<file path="config.mk">
export PLATFORM = sky130hd
export DESIGN_NAME = interval_meter
export DESIGN_NICKNAME = d
export VERILOG_FILES = /design/src/rtl/interval_meter.sv
export SDC_FILE = /design/constraint.sdc
export NUM_CORES = 1
export LEC_CHECK = 0
export BUFFER_PORTS_ARGS = -buffer_cell sky130_fd_sc_hd__buf_2
export CAP_MARGIN = 30
export CORE_ASPECT_RATIO = 1.4
export CORE_MARGIN = 2
export CORE_UTILIZATION = 38
export CTS_BUF_LIST = sky130_fd_sc_hd__clkbuf_8
export DETAILED_ROUTE_END_ITERATION = 10
export GPL_ROUTABILITY_DRIVEN = 0
export PLACE_DENSITY = 0.72
export SLEW_MARGIN = 20
export SYNTH_ARGS = -nofsm -noshare
export SYNTH_HDL_FRONTEND = slang
export SYNTH_SLANG_ARGS = --single-unit
export TNS_END_PERCENT = 100
</file>
<file path="constraint.sdc">
create_clock -name Clk -period 4.84 [get_ports Clk]
set_clock_uncertainty 0.05 [all_clocks]
set_input_delay 1.452 -clock Clk [delete_from_list [all_inputs] [get_ports Clk]]
set_output_delay 1.452 -clock Clk [all_outputs]
set_load 0.01 [all_outputs]
</file>
<file path="src/rtl/interval_meter.sv">
// Interval meter: counts 1 ms ticks between Start and Stop, saturating at 1023 ms.
// Optional BCD mirror of the count is built when INTERVAL_METER_BCD_EN is defined.
module interval_meter (
    input  logic        Clk,
    input  logic        Rst,
    input  logic        Start,
    input  logic        Stop,
    input  logic        Clear,
    input  logic        MsTick,
    output logic [9:0]  Elapsed,
    output logic        Busy,
    output logic        Done,
    output logic        Overflow
`ifdef INTERVAL_METER_BCD_EN
    ,
    output logic [15:0] ElapsedBcd
`endif
);

    typedef enum logic [1:0] {
        S_IDLE = 2'd0,
        S_RUN  = 2'd1,
        S_DONE = 2'd2
    } state_t;

    localparam logic [9:0] MAX_COUNT = 10'd1023;

    state_t     r_state;
    state_t     w_state_next;
    logic [9:0] r_elapsed;
    logic [9:0] w_elapsed_next;
    logic       r_ovf;
    logic       w_ovf_next;
    logic       r_busy;
    logic       r_done;
    logic       w_clr_cnt;
    logic       w_inc;
    logic       w_sat;

    // Clear outranks everything; within RUN a same-cycle tick is counted before Stop freezes.
    always_comb begin
        w_state_next = r_state;
        w_clr_cnt    = 1'b0;
        w_inc        = 1'b0;
        w_sat        = 1'b0;
        if (Clear) begin
            w_state_next = S_IDLE;
            w_clr_cnt    = 1'b1;
        end else begin
            case (r_state)
                S_IDLE, S_DONE: begin
                    if (Start) begin
                        w_state_next = S_RUN;
                        w_clr_cnt    = 1'b1;
                    end
                end
                S_RUN: begin
                    if (MsTick) begin
                        if (r_elapsed == MAX_COUNT) begin
                            w_sat = 1'b1;
                        end else begin
                            w_inc = 1'b1;
                        end
                    end
                    if (Stop) begin
                        w_state_next = S_DONE;
                    end
                end
                default: begin
                    w_state_next = S_IDLE;
                    w_clr_cnt    = 1'b1;
                end
            endcase
        end
    end

    always_comb begin
        w_elapsed_next = r_elapsed;
        w_ovf_next     = r_ovf;
        if (w_clr_cnt) begin
            w_elapsed_next = 10'd0;
            w_ovf_next     = 1'b0;
        end else if (w_inc) begin
            w_elapsed_next = r_elapsed + 10'd1;
        end else if (w_sat) begin
            w_ovf_next = 1'b1;
        end
    end

    // Busy/Done are registered from the next state so they line up with the count.
    always_ff @(posedge Clk) begin
        if (!Rst) begin
            r_state   <= S_IDLE;
            r_elapsed <= 10'd0;
            r_ovf     <= 1'b0;
            r_busy    <= 1'b0;
            r_done    <= 1'b0;
        end else begin
            r_state   <= w_state_next;
            r_elapsed <= w_elapsed_next;
            r_ovf     <= w_ovf_next;
            r_busy    <= (w_state_next == S_RUN);
            r_done    <= (w_state_next == S_DONE);
        end
    end

    assign Elapsed  = r_elapsed;
    assign Busy     = r_busy;
    assign Done     = r_done;
    assign Overflow = r_ovf;

`ifdef INTERVAL_METER_BCD_EN
    logic [15:0] r_bcd;
    logic [15:0] w_bcd_inc;
    logic [3:0]  w_carry;

    assign w_carry[0] = 1'b1;

    // Ripple decimal carry digit by digit; saturation needs no logic since the
    // count simply stops incrementing at 1023.
    genvar gi;
    generate
        for (gi = 0; gi < 4; gi++) begin : g_digit
            logic [3:0] w_d;
            assign w_d = r_bcd[4*gi +: 4];
            assign w_bcd_inc[4*gi +: 4] = w_carry[gi] ? ((w_d == 4'd9) ? 4'd0 : w_d + 4'd1) : w_d;
            if (gi < 3) begin : g_carry
                assign w_carry[gi+1] = w_carry[gi] && (w_d == 4'd9);
            end
        end
    endgenerate

    always_ff @(posedge Clk) begin
        if (!Rst) begin
            r_bcd <= 16'h0000;
        end else if (w_clr_cnt) begin
            r_bcd <= 16'h0000;
        end else if (w_inc) begin
            r_bcd <= w_bcd_inc;
        end
    end

    assign ElapsedBcd = r_bcd;
`endif

endmodule

</file>
[Yosys cells after proc, flatten, opt, wreduce, memory -nomap -nowiden]
Cells that the tools add are included.
Operators by class
  $mul: 0
  order comparisons: 0
  add/subtract/negate cells: 1
  equal/unequal tests: 5
  reduce and logical (&&, ||, !) cells: 4
  muxes and demuxes: 15
  divide/modulo/power cells: 0
  shift operators: 0
  bitwise logic cells: 2
Operators by type and width (count)
  $add A10 B1 Y10 const B: 1
  $eq A10 B10 Y1 const B: 1
  $mux W1: 10
  $mux W2: 3
  $eq A2 B1 Y1 const B: 2
  $eq A2 B2 Y1 const B: 2
  $pmux W2 S2: 1
  $reduce_or A2 Y1: 2
  $logic_not A2 Y1: 1
  $not A1 Y1: 2
  $pmux W1 S2: 1
  $reduce_and A2 Y1: 1
Storage, ports and cells
  memories: 0
  bits in writable memories: 0
  latch bits: 0
  flip-flop bits (word level): 15
  ROM bits: 0
  output and inout bits: 13
  word-level logic and storage cells: 32

[Longest topological paths before layout]
Gate-level depths: netlist (run 1).
  depth in word-level cells: 7
  gate-level depth with buffers: 5
  gate-level depth less buffers: 5

[Worst setup path after synthesis (run 1)]
No wires, ideal clock.
  path kind: in2reg
  start: input port Clear
  end: register r_elapsed[5], in the netlist Elapsed[5]
  required time: 4.719 ns
  data arrival time: 2.412 ns
  setup time: 0.071 ns
  path slack: 2.308 ns
  stages: 4
  path buffers: 0
  path through: and4bb_4 o31ai_4 or4_1 a21oi_1
Between the ends
  cells in the longest elaborated chain, start to end: 2
  elaborated cells between the ends (all ways): 3
Ends and longest elaborated chain
  start, declared: line 8  | input logic Clear,
  $mux W1: line 46  | if (Clear) begin
  $reduce_or A2 Y1 (no line)
  end signal, assigned: line 100  | r_elapsed <= w_elapsed_next;
  end, declared: line 30  | logic [9:0] r_elapsed;
Several ways; a longest one is shown, not always the timed one.
A chain may end at the register's enable or synchronous reset.

[Worst setup path in the final report (run 1)]
  start: input port Clear
  end: register r_elapsed[7], in the netlist Elapsed[7]
Same word-level chain as after synthesis.

==> impl_metrics.ini, run 1 <==
[sta]
min_period_ns = 2.47
min_period_over_period_pct = 51.0
relSlewSlack_pct = 73.0
finalMaxSlewViolations = 0
hold_viol_final = 0
setup_viol = 0
tightestPinTransition_ns = 0.405
fmax_ghz = 0.405
rsz0062_at_grt = false
setup-tns-final_ns = 0

[logic_synthesis]
synth_top_area_cell = dfxtp_1
syn-num-nets = 81
ys_warn_count = 0
synthTopCellsByArea = dfxtp_1 (43%), a21oi_1 (5.1%), nor2_1 (4.3%)
synth-edff-count = 0
yosysUniqueCellTypes = 33
synth_seq_cells = 15
ys_async_sr_fraction_pct = 0
synthCells = 74
synthTopCellsByCount = dfxtp_1 (15), nor2_1 (8), a21oi_1 (7)
seq_area_frac_synth_pct = 43.3
syn_area_um2 = 693
synth_top_flop_cell = dfxtp_1
synth_top_area_share_pct = 43.3
synth_most_common_cell = dfxtp_1
avgSynthCellArea_um2 = 9.37

[critical_path]
path_cells = buf_2, and4bb_4, o211ai_1, or3_1, a21oi_1
required_ns = 4.96
worst_setup_path_end_kind = flop
critPathArrivalTime_ns = 2.59
rr_worst_depth = 5
critical_path_class = in2reg
crit_buf_inv = 1
critPathMaxFanout = 6
worstSetupPathDepth = 5
slowest_delay_ns = 0.38
critPathSlowestCell = or3_1
path_delay_family = simple AND/OR/NAND/NOR gates
start_kind = primary input

[hold_path]
worstHoldPathType = reg2reg
hold_depth = 2

[global_routing]
grt_pass1_vias = 552
grt_pass1_wl_um = 2190
grt_overflow = 0
antenna_found_initial = 0
grt_usage_pct = 15.0
grt_max_degree = 13

[floorplan]
die-area_mm2 = 0.00219
dieWidth_um = 40.1
row_count = 18
fp.dieH_um = 54.5
ios = 19
start_util_pct = 40.0
core_mm2 = 0.00173

[route]
vias = 645
vias_per_cell = 5.61
detail-route-antenna-nets = 0
drcViolationCount = 0
drtIter0Drc = 13
firstDrtPassIters = 4
drt_wl_total_um = 1420
wl_per_cell_um = 12.4

[cts]
cts_root_buf = clkbuf_8
cts_setup_buffers = 0
cts_buffers = 3
hold_buffers = 0
clock-sinks = 15
clock_latency_ns = 0.25
clk_pin_slew_ns = 0.06
cts_max_level = 1
cts_tree = yes
clock_path_buffers = 2
cts_resized = 0

[power_and_ir_drop]
leakagePower_nw = 0.338
finalPower_mw = 0.232
ir_worst_vdd_v = 0.000180
power_density_mw_per_mm2 = 274

[placed_design]
dp_hpwl_um = 1020
io_buffers = 18
dp_cells = 111

[finish]
fin_util_pct = 49.0
fin_cells = 115
syn_to_final_growth_pct = 22.6
layout-drive-gt1-share_pct = 27.4
nNetsFinal = 103
fill_cells = 158
num_antenna_cells = 0

[flow_run]
drv_cap = 0

[run_status]
status = complete, no violations
worst reg2reg max path, delay by kind of cell (launching register included):
family / cells / cell delay, ns
multiplexers: 1 / 0.25
AND/OR/NAND/NOR: 2 / 0.19
AO/OA/AOI/OAI: 1 / 0.42
flip-flops: 1 / 0.42
adder cells (fa/ha/maj): 1 / 0.27
power by group:
group | total, mW | internal, mW | leakage, nW | switching (mW)
registers | 0.125 | 0.124 | 0.121 | 0.000792
clock network | 0.0983 | 0.0561 | 0.0269 | 0.0421
logic | 0.00891 | 0.00414 | 0.190 | 0.00477
cells in the final DEF (no fill, tap or decap), types with 2 or more instances in the layout:
master / n
o21ai_0: 3
nand3b_1: 2
or4_1: 2
o31ai_1: 2
nand3_1: 3
nor2_1: 8
inv_1: 2
a211oi_1: 2
nand2_1: 3
dfxtp_1: 15
a21oi_1: 7
a31oi_1: 2
buf_2: 18
nand4_1: 2
or3_1: 3
clkbuf_8: 3
metrics by stage:
step | hold WS, ns | area [µm²] | setup slack, ns
after detailed placement | 0.405 | 805 | 2.14
after global routing | 0.494 | 850 | 2.29
after floorplan | 0.455 | 693 | 2.31
after CTS | 0.419 | 850 | 2.38
after global placement | 0.404 | 805 | 2.17
final | 0.422 | 850 | 2.37
cells by family after synthesis:
| logic type | share of synthesized area, % |
|---|---|
| buf+inv | 1.08 |
| xor+xnor | 1.26 |
| simple gates | 29.4 |
| compound gates | 21.7 |
| flops | 43.3 |
| fa+ha+maj | 1.80 |
| mux | 1.44 |
layer usage:
| metal | up-vias | wire [µm] | part of all wire (%) | GRT usage (%) |
|---|---|---|---|---|
| met2 | 17 | 679 | 48 | 24.5 |
| met3 | 4 | 72 | 5.1 | 3.25 |
| met1 | 299 | 648 | 46 | 17.4 |
| li1 | 325 | - | - | - |
| met5 | - | 0 | 0 | 0 |
| met4 | 0 | 21 | 1.5 | 8.62 |
cell type report:
cell class	instances	area (µm²)	share of cell area [%]
clock inverters	1	3.75	0.442
clock buffers	3	41.3	4.86
multi-input cells	57	385	45.4
repair buffers	18	90.1	10.6
inverters	1	3.75	0.442
well taps	20	25.0	2.95
flip-flops and latches	15	300	35.3
path summary, 6_finish.rpt:
check / startpoint / to / slack (ns)
min: Overflow$_SDFFE_PP0P_ / Overflow$_SDFFE_PP0P_ / 0.42
max reg2reg: Elapsed[0]$_SDFFE_PP0P_ / Elapsed[1]$_SDFFE_PP0P_ / 3.12
min reg2reg: Overflow$_SDFFE_PP0P_ / Overflow$_SDFFE_PP0P_ / 0.42
max: Clear / Elapsed[7]$_SDFFE_PP0P_ / 2.37
flip-flops by register name (all words and copies together), names as in the netlist:
register and cells:
Busy 1, r_state 2, Overflow 1, Elapsed 10
Done 1
(Power assumes the default switching activity.)
==> run 2: changes to the inputs <==
--- a/config.mk
+++ b/config.mk
@@ -13,7 +13,7 @@
 export CTS_BUF_LIST = sky130_fd_sc_hd__clkbuf_8
 export DETAILED_ROUTE_END_ITERATION = 10
 export GPL_ROUTABILITY_DRIVEN = 0
-export PLACE_DENSITY = 0.72
+export PLACE_DENSITY = 0.74
 export SLEW_MARGIN = 20
 export SYNTH_ARGS = -nofsm -noshare
 export SYNTH_HDL_FRONTEND = slang
==> constraint.sdc (replaced) <==
create_clock -name Clk -period 2.2 [get_ports Clk]
set_clock_uncertainty 0.05 [all_clocks]
set_input_delay 0.66 -clock Clk [delete_from_list [all_inputs] [get_ports Clk]]
set_output_delay 0.66 -clock Clk [all_outputs]
set_load 0.01 [all_outputs]
==> impl_metrics.ini, run 2 (synthesis results as in run 1) <==
[global_routing]
grt_pass1_vias = 530
antenna_found_initial = 0
grt_pass1_wl_um = 2130
grt_max_degree = 13
grt_overflow = 0
grt_usage_pct = 14.1

[critical_path]
start_kind = flop
worst_setup_path_end_kind = flop
path_cells = ha_1, nand2_1, o31ai_4, mux2i_1, nor2_1
reg2reg_slack_ns = 0.44
r2r_end = Elapsed[1]$_SDFFE_PP0P_
critPathMaxFanout = 9
critPathSlowestCell = dfxtp_1
path_delay_family = flip-flops
crit_buf_inv = 0
critPathArrivalTime_ns = 1.84
critical_path_class = reg2reg
r2r-start = Elapsed[0]$_SDFFE_PP0P_
rr_worst_depth = 5
required_ns = 2.28
slowest_delay_ns = 0.44

[sta]
rsz0062_at_grt = false
tightestPinTransition_ns = 0.423
min_period_ns = 1.76
fmax_ghz = 0.569
min_period_over_period_pct = 79.9
finalMaxSlewViolations = 0
hold_viol_final = 0
relSlewSlack_pct = 71.8
setup-tns-final_ns = 0
setup_viol = 0

[floorplan]
ios = 19
fp.dieH_um = 54.5
dieWidth_um = 40.1
start_util_pct = 40.0
core_mm2 = 0.00173
die-area_mm2 = 0.00219
row_count = 18

[cts]
cts_root_buf = clkbuf_8
clock_latency_ns = 0.25
clock_path_buffers = 2
cts_tree = yes
cts_buffers = 3
hold_buffers = 0
clock-sinks = 15
cts_setup_buffers = 0
cts_resized = 0
cts_max_level = 1
clk_pin_slew_ns = 0.05

[finish]
syn_to_final_growth_pct = 22.6
nNetsFinal = 103
num_antenna_cells = 0
largest_reg_flops = 10
fin_util_pct = 49.0
layout-drive-gt1-share_pct = 27.4
mostFrequentLayoutCell = buf_2
final_cell_mix = buf_2 (18), dfxtp_1 (15), nor2_1 (8)

[route]
vias_per_cell = 5.62
drcViolationCount = 0
vias = 646
detail-route-antenna-nets = 0
wl_per_cell_um = 12.2
firstDrtPassIters = 4
drtIter0Drc = 13
drt_wl_total_um = 1400

[hold_path]
whs_endpoint = Overflow$_SDFFE_PP0P_
worstHoldPathType = reg2reg
hold_depth = 2
hp-start = Overflow$_SDFFE_PP0P_

[placed_design]
io_buffers = 18
dp_hpwl_um = 1010

[power_and_ir_drop]
leakagePower_nw = 0.338
power_density_mw_per_mm2 = 599
ir_worst_vdd_v = 0.000336

[run_status]
status = complete, no violations

[flow_run]
drv_cap = 0
run 2: cell counts in the layout (fill, tap and decap cells not counted):
Identical to the previous run, type by type.
run 2: worst min-delay path, stage by stage (launching register included):
cell and delay (ns):
dfxtp_1 0.32, a31oi_1 0.04, nor2_1 0.07
run 2: routing by layer:
layer	GRT usage, %	share of wire (%)
met4	8.62	2.4
met2	22.3	44
met1	16.4	47
met3	3.66	6.6
met5	0	0
run 2: report_power, final:
| group | total (mW) | internal (mW) | switching [mW] |
|---|---|---|---|
| combinational | 0.0196 | 0.00913 | 0.0105 |
| clock | 0.214 | 0.123 | 0.0905 |
| sequential | 0.276 | 0.274 | 0.00182 |
| total | 0.509 | 0.406 | 0.103 |
run 2: area by class of cell:
class	count	area, µm²
timing repair buffer	18	90.1
clock inverter	1	3.75
multi-input combinational	57	385
tap	20	25.0
inverter	1	3.75
fill	177	885
clock buffer	3	41.3
sequential	15	300
run 2: worst max-delay path by stage:
| stage | start | depth (start not counted) | slack [ns] | endpoint |
|---|---|---|---|---|
| floorplan | Clear | 4 | 0.46 | Elapsed[5]$_SDFFE_PP0P_ |
| global placement | Clear | 5 | 0.32 | Elapsed[5]$_SDFFE_PP0P_ |
| detailed placement | Clear | 5 | 0.28 | Elapsed[5]$_SDFFE_PP0P_ |
| CTS | Elapsed[0]$_SDFFE_PP0P_ | 5 | 0.47 | Elapsed[1]$_SDFFE_PP0P_ |
| global route | Elapsed[0]$_SDFFE_PP0P_ | 5 | 0.33 | Elapsed[1]$_SDFFE_PP0P_ |
| finish | Elapsed[0]$_SDFFE_PP0P_ | 5 | 0.44 | Elapsed[1]$_SDFFE_PP0P_ |
run 2: metrics by stage:
stage | hold WS, ns | total power [mW] | std cells | area [µm²] | worst slack, ns
after floorplan | 0.455 | 0.293 | 74 | 693 | 0.460
after global placement | 0.418 | 0.301 | 111 | 805 | 0.325
after detailed placement | 0.420 | 0.301 | 111 | 805 | 0.283
after CTS | 0.434 | 0.513 | 115 | 850 | 0.471
after global routing | 0.482 | 0.526 | 115 | 850 | 0.335
final | 0.424 | 0.509 | 115 | 850 | 0.443
==> run 3: changes to the inputs <==
--- a/config.mk
+++ b/config.mk
@@ -5,6 +5,7 @@
 export SDC_FILE = /design/constraint.sdc
 export NUM_CORES = 1
 export LEC_CHECK = 0
+export ABC_AREA = 1
 export BUFFER_PORTS_ARGS = -buffer_cell sky130_fd_sc_hd__buf_2
 export CAP_MARGIN = 30
 export CORE_ASPECT_RATIO = 1.4
@@ -13,7 +14,7 @@
 export CTS_BUF_LIST = sky130_fd_sc_hd__clkbuf_8
 export DETAILED_ROUTE_END_ITERATION = 10
 export GPL_ROUTABILITY_DRIVEN = 0
-export PLACE_DENSITY = 0.74
+export PLACE_DENSITY = 0.71
 export SLEW_MARGIN = 20
 export SYNTH_ARGS = -nofsm -noshare
 export SYNTH_HDL_FRONTEND = slang
==> constraint.sdc (replaced) <==
create_clock -name Clk -period 1.8 [get_ports Clk]
set_clock_uncertainty 0.05 [all_clocks]
set_input_delay 0.54 -clock Clk [delete_from_list [all_inputs] [get_ports Clk]]
set_output_delay 0.54 -clock Clk [all_outputs]
set_load 0.01 [all_outputs]
==> impl_metrics.ini, run 3 <==
[critical_path]
rr_worst_depth = 8
path_cells = ha_1, inv_1, nor2_4, nand3_4, nand2_4, inv_4, nor2_1, nor2_1
r2r_end = Elapsed[1]$_SDFFE_PP0P_
crit_start = Elapsed[0]$_SDFFE_PP0P_
required_ns = 1.89
worst_setup_path_end_kind = flop
critPathArrivalTime_ns = 1.58
critPathSlowestCell = dfxtp_1
critPathMaxFanout = 8
slowest_delay_ns = 0.41
path_delay_family = simple AND/OR/NAND/NOR gates
critical_path_class = reg2reg
r2r-start = Elapsed[0]$_SDFFE_PP0P_
critical_path.most_common_cell = nor2_1
crit_buf_inv = 2
reg2reg_slack_ns = 0.31
start_kind = flop
crit_end = Elapsed[1]$_SDFFE_PP0P_
worstSetupPathDepth = 8

[cts]
cts_tree = yes
clock_path_buffers = 2
cts_buffers = 3
cts_resized = 0
hold_buffers = 0
clock_latency_ns = 0.24
clock-sinks = 15
cts_max_level = 1
cts_setup_buffers = 0
clk_pin_slew_ns = 0.06
cts_root_buf = clkbuf_8

[placed_design]
io_buffers = 18
dp_hpwl_um = 1320
pre_cts_ws_ns = 0.255
dp_cells = 160

[global_routing]
grt_pass1_wl_um = 3020
grt_overflow = 0
grt_max_degree = 11
grt_pass1_vias = 770
antenna_found_initial = 0
grt_usage_pct = 15.3

[logic_synthesis]
syn_area_um2 = 818
ys_warn_count = 0
synth_top_flop_cell = dfxtp_1
synth_top_area_cell = dfxtp_1
synth_seq_cells = 15
synthTopCellsByCount = nand2_1 (30), nor2_1 (21), inv_1 (19), dfxtp_1 (15)
yosysUniqueCellTypes = 20
synthCells = 121
avgSynthCellArea_um2 = 6.76
synthTopCellsByArea = dfxtp_1 (37%), nand2_1 (14%), nor2_1 (9.6%)
seq_area_frac_synth_pct = 36.7
ys_async_sr_fraction_pct = 0
synth-compound-area-share_pct = 4.89
synth_most_common_cell = nand2_1
synthXorXnorAreaFrac_pct = 1.07
synth_top_area_share_pct = 36.7
synth-simple-area-share_pct = 45.9
synth_mux_area_share_pct = 0
synth_fa_ha_area_share_pct = 1.53
synth_top_family_by_area = simple AND/OR/NAND/NOR gates
synth-edff-count = 0
syn-num-nets = 128

[route]
drcViolationCount = 0
detail-route-antenna-nets = 0
wl_per_cell_um = 10.3
drtIter0Drc = 6
drt_wl_total_um = 1690
firstDrtPassIters = 4
vias = 792
vias_per_cell = 4.83

[finish]
fill_cells = 216
largest_reg_flops = 10
nNetsFinal = 151
fin_cells = 164
syn_to_final_growth_pct = 19.7
layout-drive-gt1-share_pct = 21.7
num_antenna_cells = 0
mostFrequentLayoutCell = nand2_1
final_cell_mix = nand2_1 (30), nor2_1 (21), inv_1 (20)

[power_and_ir_drop]
ir_worst_vdd_v = 0.000723
leakagePower_nw = 0.488
finalPower_mw = 0.641
power_density_mw_per_mm2 = 654

[sta]
setup-tns-final_ns = 0
finalMaxSlewViolations = 0
hold_ws_ns = 0.406
tightestPinTransition_ns = 0.273
hold_viol_final = 0
fmax_ghz = 0.672
setup_ws_ns = 0.311
relSlewSlack_pct = 81.7
min_period_ns = 1.49
rsz0062_at_grt = false
min_period_over_period_pct = 82.7
setup_viol = 0

[hold_path]
worstHoldPathType = reg2reg

[floorplan]
core_mm2 = 0.00200
ios = 19
row_count = 19
fp.dieH_um = 58.9
start_util_pct = 41.0
die-area_mm2 = 0.00255
dieWidth_um = 43.2

[run_status]
status = complete, no violations

[flow_run]
drv_cap = 0
==> run 3: tightest hold or removal path: cells and delay by family, from the launching register on <==
family / cells / cell delay, ns
AO/OA/AOI/OAI: 1 / 0.06
flip-flops: 1 / 0.31
buffers and inverters: 1 / 0.05
==> run 3: how the worst min path moves through the flow <==
stage	from	end	slack [ns]	cells after the start
4_1_cts	Overflow$_SDFFE_PP0P_	Overflow$_SDFFE_PP0P_	0.40	2
6_report	Overflow$_SDFFE_PP0P_	Overflow$_SDFFE_PP0P_	0.41	2
3_5_place_dp	Overflow$_SDFFE_PP0P_	Overflow$_SDFFE_PP0P_	0.39	2
3_3_place_gp	Overflow$_SDFFE_PP0P_	Overflow$_SDFFE_PP0P_	0.39	2
2_1_floorplan	Overflow$_SDFFE_PP0P_	Overflow$_SDFFE_PP0P_	0.42	2
5_1_grt	Overflow$_SDFFE_PP0P_	Overflow$_SDFFE_PP0P_	0.43	2
==> run 3: power breakdown <==
group,switching (mW),internal (mW)
logic,0.0212,0.0116
registers,0.00168,0.335
clock network,0.121,0.151
==> run 3: area by class of cell <==
type	instances	area, µm²	share of cell area [%]
clock inverter	1	3.75	0.383
multi-input combinational	85	437	44.6
inverter	21	81.3	8.30
tap	21	26.3	2.68
clock buffer	3	41.3	4.21
sequential	15	300	30.7
timing repair buffer	18	90.1	9.20
==> run 3: logic make-up after synthesis <==
family	after synthesis
DFF	15
and+or+nand+nor	75
buffers and inverters	21
xor gates and xnor gates	1
adders and majority gates	1
AOI/OAI and AO/OA	8
==> run 3: routing by layer <==
layer | global-route usage [%] | vias to the layer above | wire length, µm
met1 | 16.2 | 355 | 692
li1 | - | 422 | -
met5 | 0 | - | 0
met4 | 3.90 | 0 | 12
met3 | 3.07 | 2 | 65
met2 | 29.9 | 13 | 917
==> run 3: stage by stage <==
| step | util [%] | cell area [µm²] |
|---|---|---|
| floorplan | - | 818 |
| global placement | 46.8 | 935 |
| detailed placement | 46.8 | 935 |
| CTS | 49.1 | 980 |
| global route | 49.1 | 980 |
| finish | 49.1 | 980 |
